File: config.mk
export PLATFORM = sky130hd
export DESIGN_NAME = wb_ram_arb
export DESIGN_NICKNAME = d
export VERILOG_FILES = /design/src/rtl/wb_ram_arb.sv
export SDC_FILE = /design/constraint.sdc
export NUM_CORES = 1
export LEC_CHECK = 0
export ABC_AREA = 1
export ABC_CLOCK_PERIOD_IN_PS = 3500
export BUFFER_PORTS_ARGS = -buffer_cell sky130_fd_sc_hd__buf_4
export CORE_AREA = 3 3 128 130
export CTS_CLUSTER_DIAMETER = 50
export DETAILED_ROUTE_END_ITERATION = 10
export DIE_AREA = 0 0 131 133
export SLEW_MARGIN = 10
export SYNTH_ARGS = -nofsm -noshare
export SYNTH_HDL_FRONTEND = slang
export SYNTH_SLANG_ARGS = --single-unit
File: constraint.sdc
create_clock -name wb_clk_i -period 3.5 [get_ports wb_clk_i]
set_input_delay 0.7 -clock wb_clk_i [delete_from_list [all_inputs] [get_ports wb_clk_i]]
set_output_delay 0.7 -clock wb_clk_i [all_outputs]
set_load 0.02 [all_outputs]
File: src/rtl/wb_ram_arb.sv
// Two-master round-robin Wishbone arbiter in front of a single RAM slave port.
// Ownership is held for the whole cyc of the granted master; every handover passes through IDLE.
module wb_ram_arb #(
  parameter bit FIRST_PRIO = 1'b0
) (
  input  logic        wb_clk_i,
  input  logic        wb_rst_i,

  input  logic [31:0] m0_adr_i,
  input  logic [31:0] m0_dat_i,
  output logic [31:0] m0_dat_o,
  input  logic [3:0]  m0_sel_i,
  input  logic [2:0]  m0_cti_i,
  input  logic [1:0]  m0_bte_i,
  input  logic        m0_cyc_i,
  input  logic        m0_stb_i,
  input  logic        m0_we_i,
  output logic        m0_ack_o,

  input  logic [31:0] m1_adr_i,
  input  logic [31:0] m1_dat_i,
  output logic [31:0] m1_dat_o,
  input  logic [3:0]  m1_sel_i,
  input  logic [2:0]  m1_cti_i,
  input  logic [1:0]  m1_bte_i,
  input  logic        m1_cyc_i,
  input  logic        m1_stb_i,
  input  logic        m1_we_i,
  output logic        m1_ack_o,

  output logic [31:0] s_adr_o,
  output logic [31:0] s_dat_o,
  output logic [3:0]  s_sel_o,
  output logic [2:0]  s_cti_o,
  output logic [1:0]  s_bte_o,
  output logic        s_we_o,
  output logic        s_cyc_o,
  output logic        s_stb_o,
  input  logic [31:0] s_dat_i,
  input  logic        s_ack_i,

  output logic [1:0]  gnt_o
);

  typedef enum logic [1:0] {
    IDLE = 2'b00,
    GNT0 = 2'b01,
    GNT1 = 2'b10
  } state_t;

  state_t state_q, state_d;
  logic   last_q, last_d;
  logic   gnt0, gnt1;

  always_ff @(posedge wb_clk_i or posedge wb_rst_i) begin
    if (wb_rst_i) begin
      state_q <= IDLE;
      last_q  <= ~FIRST_PRIO;
    end else begin
      state_q <= state_d;
      last_q  <= last_d;
    end
  end

  // A tie goes to the master that was not served most recently.
  always_comb begin
    state_d = state_q;
    last_d  = last_q;
    case (state_q)
      IDLE: begin
        if (m0_cyc_i && m1_cyc_i) state_d = last_q ? GNT0 : GNT1;
        else if (m0_cyc_i)        state_d = GNT0;
        else if (m1_cyc_i)        state_d = GNT1;
      end
      GNT0: begin
        if (!m0_cyc_i) begin
          state_d = IDLE;
          last_d  = 1'b0;
        end
      end
      GNT1: begin
        if (!m1_cyc_i) begin
          state_d = IDLE;
          last_d  = 1'b1;
        end
      end
      default: state_d = IDLE;
    endcase
  end

  assign gnt0  = (state_q == GNT0);
  assign gnt1  = (state_q == GNT1);
  assign gnt_o = {gnt1, gnt0};

  // Request fields default to master 0 so they stay deterministic while idle.
  assign s_adr_o = gnt1 ? m1_adr_i : m0_adr_i;
  assign s_dat_o = gnt1 ? m1_dat_i : m0_dat_i;
  assign s_sel_o = gnt1 ? m1_sel_i : m0_sel_i;
  assign s_cti_o = gnt1 ? m1_cti_i : m0_cti_i;
  assign s_bte_o = gnt1 ? m1_bte_i : m0_bte_i;
  assign s_we_o  = (gnt0 & m0_we_i)  | (gnt1 & m1_we_i);
  assign s_cyc_o = (gnt0 & m0_cyc_i) | (gnt1 & m1_cyc_i);
  assign s_stb_o = (gnt0 & m0_stb_i) | (gnt1 & m1_stb_i);

  assign m0_ack_o = gnt0 & s_ack_i & m0_cyc_i & m0_stb_i;
  assign m1_ack_o = gnt1 & s_ack_i & m1_cyc_i & m1_stb_i;
  assign m0_dat_o = s_dat_i;
  assign m1_dat_o = s_dat_i;

endmodule
Word-level counts from Yosys, hierarchy flattened
Index checks and enable logic that the tools add are counted.

Shift-type cells: 0. $mul: 0. Mux-type cells: 15. Div/mod/pow operators: 0. Bitwise gates (word level): 15. Equality and inequality tests: 5. Order comparisons: 0. $add $sub $neg: 0. Reductions and logical operators: 5.

Operators by type and width (number): $mux 32 (2); $mux 2 (7); $and 1x1->1 (12); $pmux 2 s3 (1); $reduce_and 3->1 (2); $mux 4 (1); $ne 2x2->1 const B (2); $ne 4x4->1 const B (1); $mux 3 (1); $or 1x1->1 (3); $eq 2x1->1 const B (1); $eq 2x2->1 const B (1); $logic_not 2->1 (1); $mux 1 (2); $pmux 1 s2 (1); $reduce_bool 2->1 (1); $logic_and 1x1->1 (1).

Bits in latches: 0. Bits in writable memories: 0. Output and inout port bits: 144. ROM bits: 0. Word-level logic and storage cells: 42. Memories kept: 0. Register bits after elaboration: 3. Input port bits: 187.

Depth between registers and ports, before layout
Gate-level depths: netlist (run 1).

Word-level depth: 4. Depth in mapped cells: 7. Mapped depth without buffers: 5.

Least setup slack after synthesis (run 1)
Ideal clock, no wire load.

Path type: input -> output. From: input m1_stb_i. To: output m1_ack_o. Slack: 1.563 ns. Arrival: 1.237 ns. Cell stages on the path: 2. Required time: 2.800 ns. Buffers on the path: 0. Cells stage by stage: inv_1 > nor3_1.

Longest elaborated chain between the ends: 1.

RTL lines: start: declaration (line 27) `input logic m1_stb_i,`; $and 1x1->1 (line 106) `assign m1_ack_o = gnt1 & s_ack_i & m1_cyc_i & m1_stb_i;`; end: declaration (line 29) `output logic m1_ack_o,`.

No other way between the ends.

Final worst setup path (run 1)
From: register state_q[0]. To: output s_adr_o[19].

Longest elaborated chain between the ends: 2.

RTL lines: start: declaration (line 51) `state_t state_q, state_d;`; start signal: assignment (line 60) `state_q <= state_d;`; $eq 2x2->1 (line 92) `assign gnt1 = (state_q == GNT1);`; $mux 32 (line 96) `assign s_adr_o = gnt1 ? m1_adr_i : m0_adr_i;`; end: declaration (line 31) `output logic [31:0] s_adr_o,`.

No other way between the ends.

==> results.sh, run 1 <==
export IMPL_grt_pass1_vias=2250
export IMPL_synth_top_area_share_pct=51.9
export IMPL_portBuffers=234
export IMPL_cts_buffers=3
export IMPL_synth_simple_area_share_pct=54.6
export IMPL_n_fill_cell=1762
export IMPL_synth_mux_area_fraction_pct=0
export IMPL_p_sw_mw=1.16
export IMPL_slew_viol_final=0
export IMPL_setup_viol=0
export IMPL_ff2ff_setup_slack_ns=1.89
export IMPL_hold_viol_final=0
export IMPL_ys_warn_count=0
export IMPL_diodes=0
export IMPL_drt_wl_total_mm=7.64
export IMPL_htree_levels=1
export IMPL_worstReg2RegEnd="last_q"
export IMPL_grt_overflow_total=0
export IMPL_worstPathArrival_ns=1.97
export IMPL_clk_pin_slew_worst_paths_ns=0.03
export IMPL_syn_inst=338
export IMPL_synth_top_cells_by_count="nand2_1, buf_4, inv_1, buf_6"
export IMPL_yosys_area_top_type="nand2_1"
export IMPL_criticalPathCategory="reg -> out"
export IMPL_grt_pass1_wl_mm=10.5
export IMPL_antenna_found_initial=0
export IMPL_dr_pass1_iters=4
export IMPL_crit_fanout=55
export IMPL_start_util_pct=10.9
export IMPL_io_pins=331
export IMPL_finClkSkew_ns=0.00142
export IMPL_slew_headroom_pct=62.0
export IMPL_die_height_um=133
export IMPL_ff2ff_path_depth=4
export IMPL_synthArstFlopShare_pct=100
export IMPL_grt_usage_pct=7.51
export IMPL_synthAdderAreaFrac_pct=0
export IMPL_synth_top_family_by_area="simple AND/OR/NAND/NOR gates"
export IMPL_required_ns=2.80
export IMPL_syn_avg_cell_area_um2=4.94
export IMPL_cp_end_kind="primary output"
export IMPL_synthTopCellsByArea="nand2_1, buf_4, buf_6"
export IMPL_synth_xor_area_share_pct=0
export IMPL_seq_area_frac_synth_pct=4.57
export IMPL_synth_compound_area_share_pct=1.42
export IMPL_ir_drop_v=0.000214
export IMPL_clockPowerShare_pct=8.6
export IMPL_chipWidth_um=131
export IMPL_ant_nets=0
export IMPL_clock_sinks=3
export IMPL_cts_path_max_buffers=2
export IMPL_p_leak_nw=1.96
export IMPL_fmax_mhz=375
export IMPL_cts_root_buf="clkbuf_16"
export IMPL_reg2reg_from="state_q[0]"
export IMPL_power_density_nw_per_um2=667
export IMPL_outcome="completed"
export IMPL_insertion_delay_ns=0.22
export IMPL_cts_hold_fix_buffers=0
export IMPL_die_area_um2=17400
export IMPL_areaGrowthSynthToFinish_pct=89.7
export IMPL_synth_area_um2=1670
export IMPL_gp_congestion=0.738
export IMPL_ys_ff_latch=3
export IMPL_vias_per_cell=3.40
export IMPL_worst_pin_slew_ns=0.570
export IMPL_drive_gt1_share_pct=49.1
export IMPL_yosys_most_used_dff="dfrtp_1"
export IMPL_num_vias=2408
export IMPL_core_area_um2=15300
export IMPL_synth_edf_count=0
export IMPL_period_share_pct=76.2
export IMPL_cap_violations=0
export IMPL_yosysMostFrequentCell="nand2_1"
export IMPL_grt_max_degree=56
export IMPL_hold_class="in -> async"
export IMPL_cts_resized=0
export IMPL_p_sw_share_pct=55.2
export IMPL_drc=0
export IMPL_p_int_uw=947
export IMPL_whs_ns=0.351
export IMPL_num_rows=45
export IMPL_pwr_share_seq_pct=3.3
export IMPL_final_nets=685
export IMPL_grt_setup_unrepaired="no"
export IMPL_timing_setup_tns_ns=0
export IMPL_hpwl_mm=6.40
export IMPL_comb_power_share_pct=88.1
export IMPL_syn_num_nets=525
export IMPL_drt_iter0_markers=84
export IMPL_ys_types=16
export IMPL_cts_tree="built"
export IMPL_cts_setup_buffers=0
export IMPL_wl_per_cell_um=10.8
export IMPL_fin_crit_ns=2.67
export IMPL_cp_start_kind="register"
routing by layer:
metal	up-vias	share of wire (%)	global-route usage, %
met5	-	0	0
met4	0	2.2	2.46
met3	20	14	2.95
met2	190	47	13.1
met1	946	37	8.19
li1	1252	-	-
sequential cells by signal, summed over array words and instances (netlist names):
| name | count |
|---|---|
| last_q | 1 |
| state_q | 2 |
through the flow:
stage / instances / util [%] / power, mW / area (um2) / setup slack, ns
floorplan: 338 / - / 1.32 / 1670 / 1.56
global placement: 704 / 20.2 / 1.96 / 3090 / 1.05
detailed placement: 704 / 20.2 / 1.96 / 3090 / 1.01
CTS: 708 / 20.8 / 2.15 / 3170 / 0.769
global route: 708 / 20.8 / 2.30 / 3170 / 0.617
finish: 708 / 20.8 / 2.11 / 3170 / 0.834
area by class of cell:
type                    instances  area (um2)  share of cell area, %
flip-flops and latches          3        76.3                   2.41
clock buffers                   4        78.8                   2.49
repair buffers                237        1780                   56.2
well taps                     211         264                   8.34
multi-input cells             244         935                   29.5
inverters                       9        33.8                   1.07
cells by family after synthesis:
group	after synthesis
simple gates	240
buf+inv	91
compound gates	4
flops	3
critical path: stages (launching register included):
cell,delay [ns]
dfrtp_1,0.40
inv_2,0.07
nand2_2,0.25
inv_2,0.13
buf_4,0.46
nand2_1,0.11
nand2_1,0.12
buf_4,0.15
power by group through the flow:
stage,sequential (mW),combinational [mW],clock (mW)
floorplan,0.0687,1.25,0
global placement,0.0700,1.89,0
detailed placement,0.0712,1.89,0
CTS,0.0711,1.89,0.185
global route,0.0732,2.04,0.188
finish,0.0705,1.86,0.181
worst max-delay path by stage:
| stage | startpoint | to | depth (start not counted) |
|---|---|---|---|
| 6_report | state_q[0] | s_adr_o[19] | 7 |
| 5_1_grt | state_q[0] | s_adr_o[19] | 7 |
| 4_1_cts | state_q[0] | s_adr_o[21] | 6 |
| 3_5_place_dp | state_q[0] | s_adr_o[21] | 6 |
| 3_3_place_gp | state_q[0] | s_adr_o[13] | 6 |
| 2_1_floorplan | m1_stb_i | m1_ack_o | 2 |
layout by cell type, fill, tap and decap left out:
master and count:
clkbuf_16 3, dfrtp_1 2, clkbuf_1 1, nand2_1 231, o22ai_1 1, inv_1 7
nand3_1 4, inv_2 2, o21ai_0 2, buf_4 237, o21bai_1 1, dfstp_2 1
nor2_1 2, nor3_1 2, nand2_2 1
Note: power is estimated with default switching activity, not from simulation.
==> run 2: changes to the inputs <==
--- a/config.mk
+++ b/config.mk
@@ -6,12 +6,12 @@
 export NUM_CORES = 1
 export LEC_CHECK = 0
 export ABC_AREA = 1
-export ABC_CLOCK_PERIOD_IN_PS = 3500
+export ABC_CLOCK_PERIOD_IN_PS = 2500
 export BUFFER_PORTS_ARGS = -buffer_cell sky130_fd_sc_hd__buf_4
-export CORE_AREA = 3 3 128 130
+export CORE_AREA = 3 3 126 128
 export CTS_CLUSTER_DIAMETER = 50
 export DETAILED_ROUTE_END_ITERATION = 10
-export DIE_AREA = 0 0 131 133
+export DIE_AREA = 0 0 129 131
 export SLEW_MARGIN = 10
 export SYNTH_ARGS = -nofsm -noshare
 export SYNTH_HDL_FRONTEND = slang
==> constraint.sdc (replaced) <==
create_clock -name wb_clk_i -period 2.5 [get_ports wb_clk_i]
set_input_delay 0.5 -clock wb_clk_i [delete_from_list [all_inputs] [get_ports wb_clk_i]]
set_output_delay 0.5 -clock wb_clk_i [all_outputs]
set_load 0.02 [all_outputs]
==> results.sh, run 2 (synthesized netlist as in run 1, its figures left out) <==
export IMPL_clock_sinks=3
export IMPL_core_area_um2=15000
export IMPL_timing_setup_tns_ns=0
export IMPL_cap_violations=0
export IMPL_cts_buffers=3
export IMPL_insertion_delay_ns=0.22
export IMPL_areaGrowthSynthToFinish_pct=88.8
export IMPL_num_rows=45
export IMPL_die_height_um=131
export IMPL_finClkSkew_ns=0.000991
export IMPL_antenna_found_initial=0
export IMPL_power_density_nw_per_um2=940
export IMPL_start_util_pct=11.1
export IMPL_ff2ff_path_depth=4
export IMPL_cp_start_kind="register"
export IMPL_top_regs="state_q: 2 flops, last_q: 1 flops"
export IMPL_drt_iter0_markers=72
export IMPL_hold_viol_final=0
export IMPL_largest_reg_flops=2
export IMPL_worstReg2RegEnd="last_q"
export IMPL_diodes=0
export IMPL_ff2ff_setup_slack_ns=1.45
export IMPL_final_nets=685
export IMPL_dp_slack_ns=0.688
export IMPL_reg2reg_from="state_q[0]"
export IMPL_ir_drop_v=0.000488
export IMPL_cp_startpoint="state_q[0]"
export IMPL_cts_resized=0
export IMPL_cts_hold_fix_buffers=0
export IMPL_drt_wl_total_mm=7.14
export IMPL_slew_viol_final=0
export IMPL_wl_per_cell_um=10.4
export IMPL_period_share_pct=81.9
export IMPL_utilization_pct=21.0
export IMPL_grt_overflow_total=0
export IMPL_htree_levels=1
export IMPL_chipWidth_um=129
export IMPL_cts_path_max_buffers=2
export IMPL_hpwl_mm=6.02
export IMPL_cp_end_kind="primary output"
export IMPL_n_fill_cell=1699
export IMPL_layout_setup_ws_ns=0.453
export IMPL_drive_gt1_share_pct=49.1
export IMPL_cp_slowest_cell="dfrtp_1"
export IMPL_design_area_um2=3150
export IMPL_cp_cell_sequence="inv_2 > nand2_2 > inv_2 > buf_4 > nand2_1 > nand2_1 > buf_4"
export IMPL_fmax_mhz=489
export IMPL_grt_pass1_vias=2093
export IMPL_portBuffers=234
export IMPL_setup_viol=0
export IMPL_grt_pass1_wl_mm=9.77
export IMPL_place_inst=681
export IMPL_largest_register="state_q"
export IMPL_whs_ns=0.149
export IMPL_gp_congestion=0.812
export IMPL_hold_class="in -> async"
export IMPL_fin_crit_ns=2.05
export IMPL_dr_pass1_iters=4
export IMPL_dpl_cell_area_um2=3070
export IMPL_final_common_cell="buf_4"
export IMPL_worstPathArrival_ns=1.55
export IMPL_ant_nets=0
export IMPL_criticalPathCategory="reg -> out"
export IMPL_drc=0
export IMPL_crit_fanout=41
export IMPL_required_ns=2.00
export IMPL_vias_per_cell=3.53
export IMPL_io_pins=331
export IMPL_clk_pin_slew_worst_paths_ns=0.03
export IMPL_die_area_um2=16900
export IMPL_cts_root_buf="clkbuf_16"
export IMPL_cts_tree="built"
export IMPL_p_leak_nw=1.97
export IMPL_grt_max_degree=77
export IMPL_grt_setup_unrepaired="no"
export IMPL_grt_usage_pct=7.06
export IMPL_cts_setup_buffers=0
export IMPL_worst_pin_slew_ns=0.422
export IMPL_layout_cells_non_filler=685
export IMPL_final_cell_mix="buf_4, nand2_1, inv_1"
export IMPL_outcome="completed"
export IMPL_slowest_delay_ns=0.40
export IMPL_p_total_mw=2.96
export IMPL_num_vias=2415
export IMPL_slew_headroom_pct=71.9
run 2: cell types whose count changed in the layout (fill, tap and decap cells not counted):
cell,previous run,this run
buf_12,0,1
buf_4,237,236
run 2: layout make-up:
class	instances	area, um2	share of cell area (%)
clock buffer	4	78.8	2.50
inverter	9	33.8	1.07
multi-input combinational	244	935	29.7
sequential	3	76.3	2.42
tap	188	235	7.47
timing repair buffer	237	1790	56.9
run 2: where the power goes:
part           switching, mW  leakage, nW  internal [mW]
clock                 0.0444       0.0382          0.210
combinational           1.55         1.89           1.05
sequential            0.0204       0.0359         0.0788
run 2: critical path, delay by kind of cell, from the launching register on:
kind / cells / cell delay (ns)
buffers and inverters: 4 / 0.61
and+or+nand+nor: 3 / 0.29
DFF: 1 / 0.40
run 2: worst max path at each step:
stage,to,slack (ns)
floorplan,m1_ack_o,0.85
global placement,s_bte_o[0],0.70
detailed placement,s_bte_o[0],0.69
CTS,s_bte_o[0],0.45
global route,s_cti_o[2],0.36
finish,s_bte_o[0],0.45
run 2: metal layers:
metal	up-vias	wire, um	share of wire (%)	track usage (%)
li1	1253	-	-	-
met1	962	2670	37	7.91
met2	181	3280	46	11.9
met3	19	925	13	2.60
met4	0	267	3.7	3.27
met5	-	0	0	0
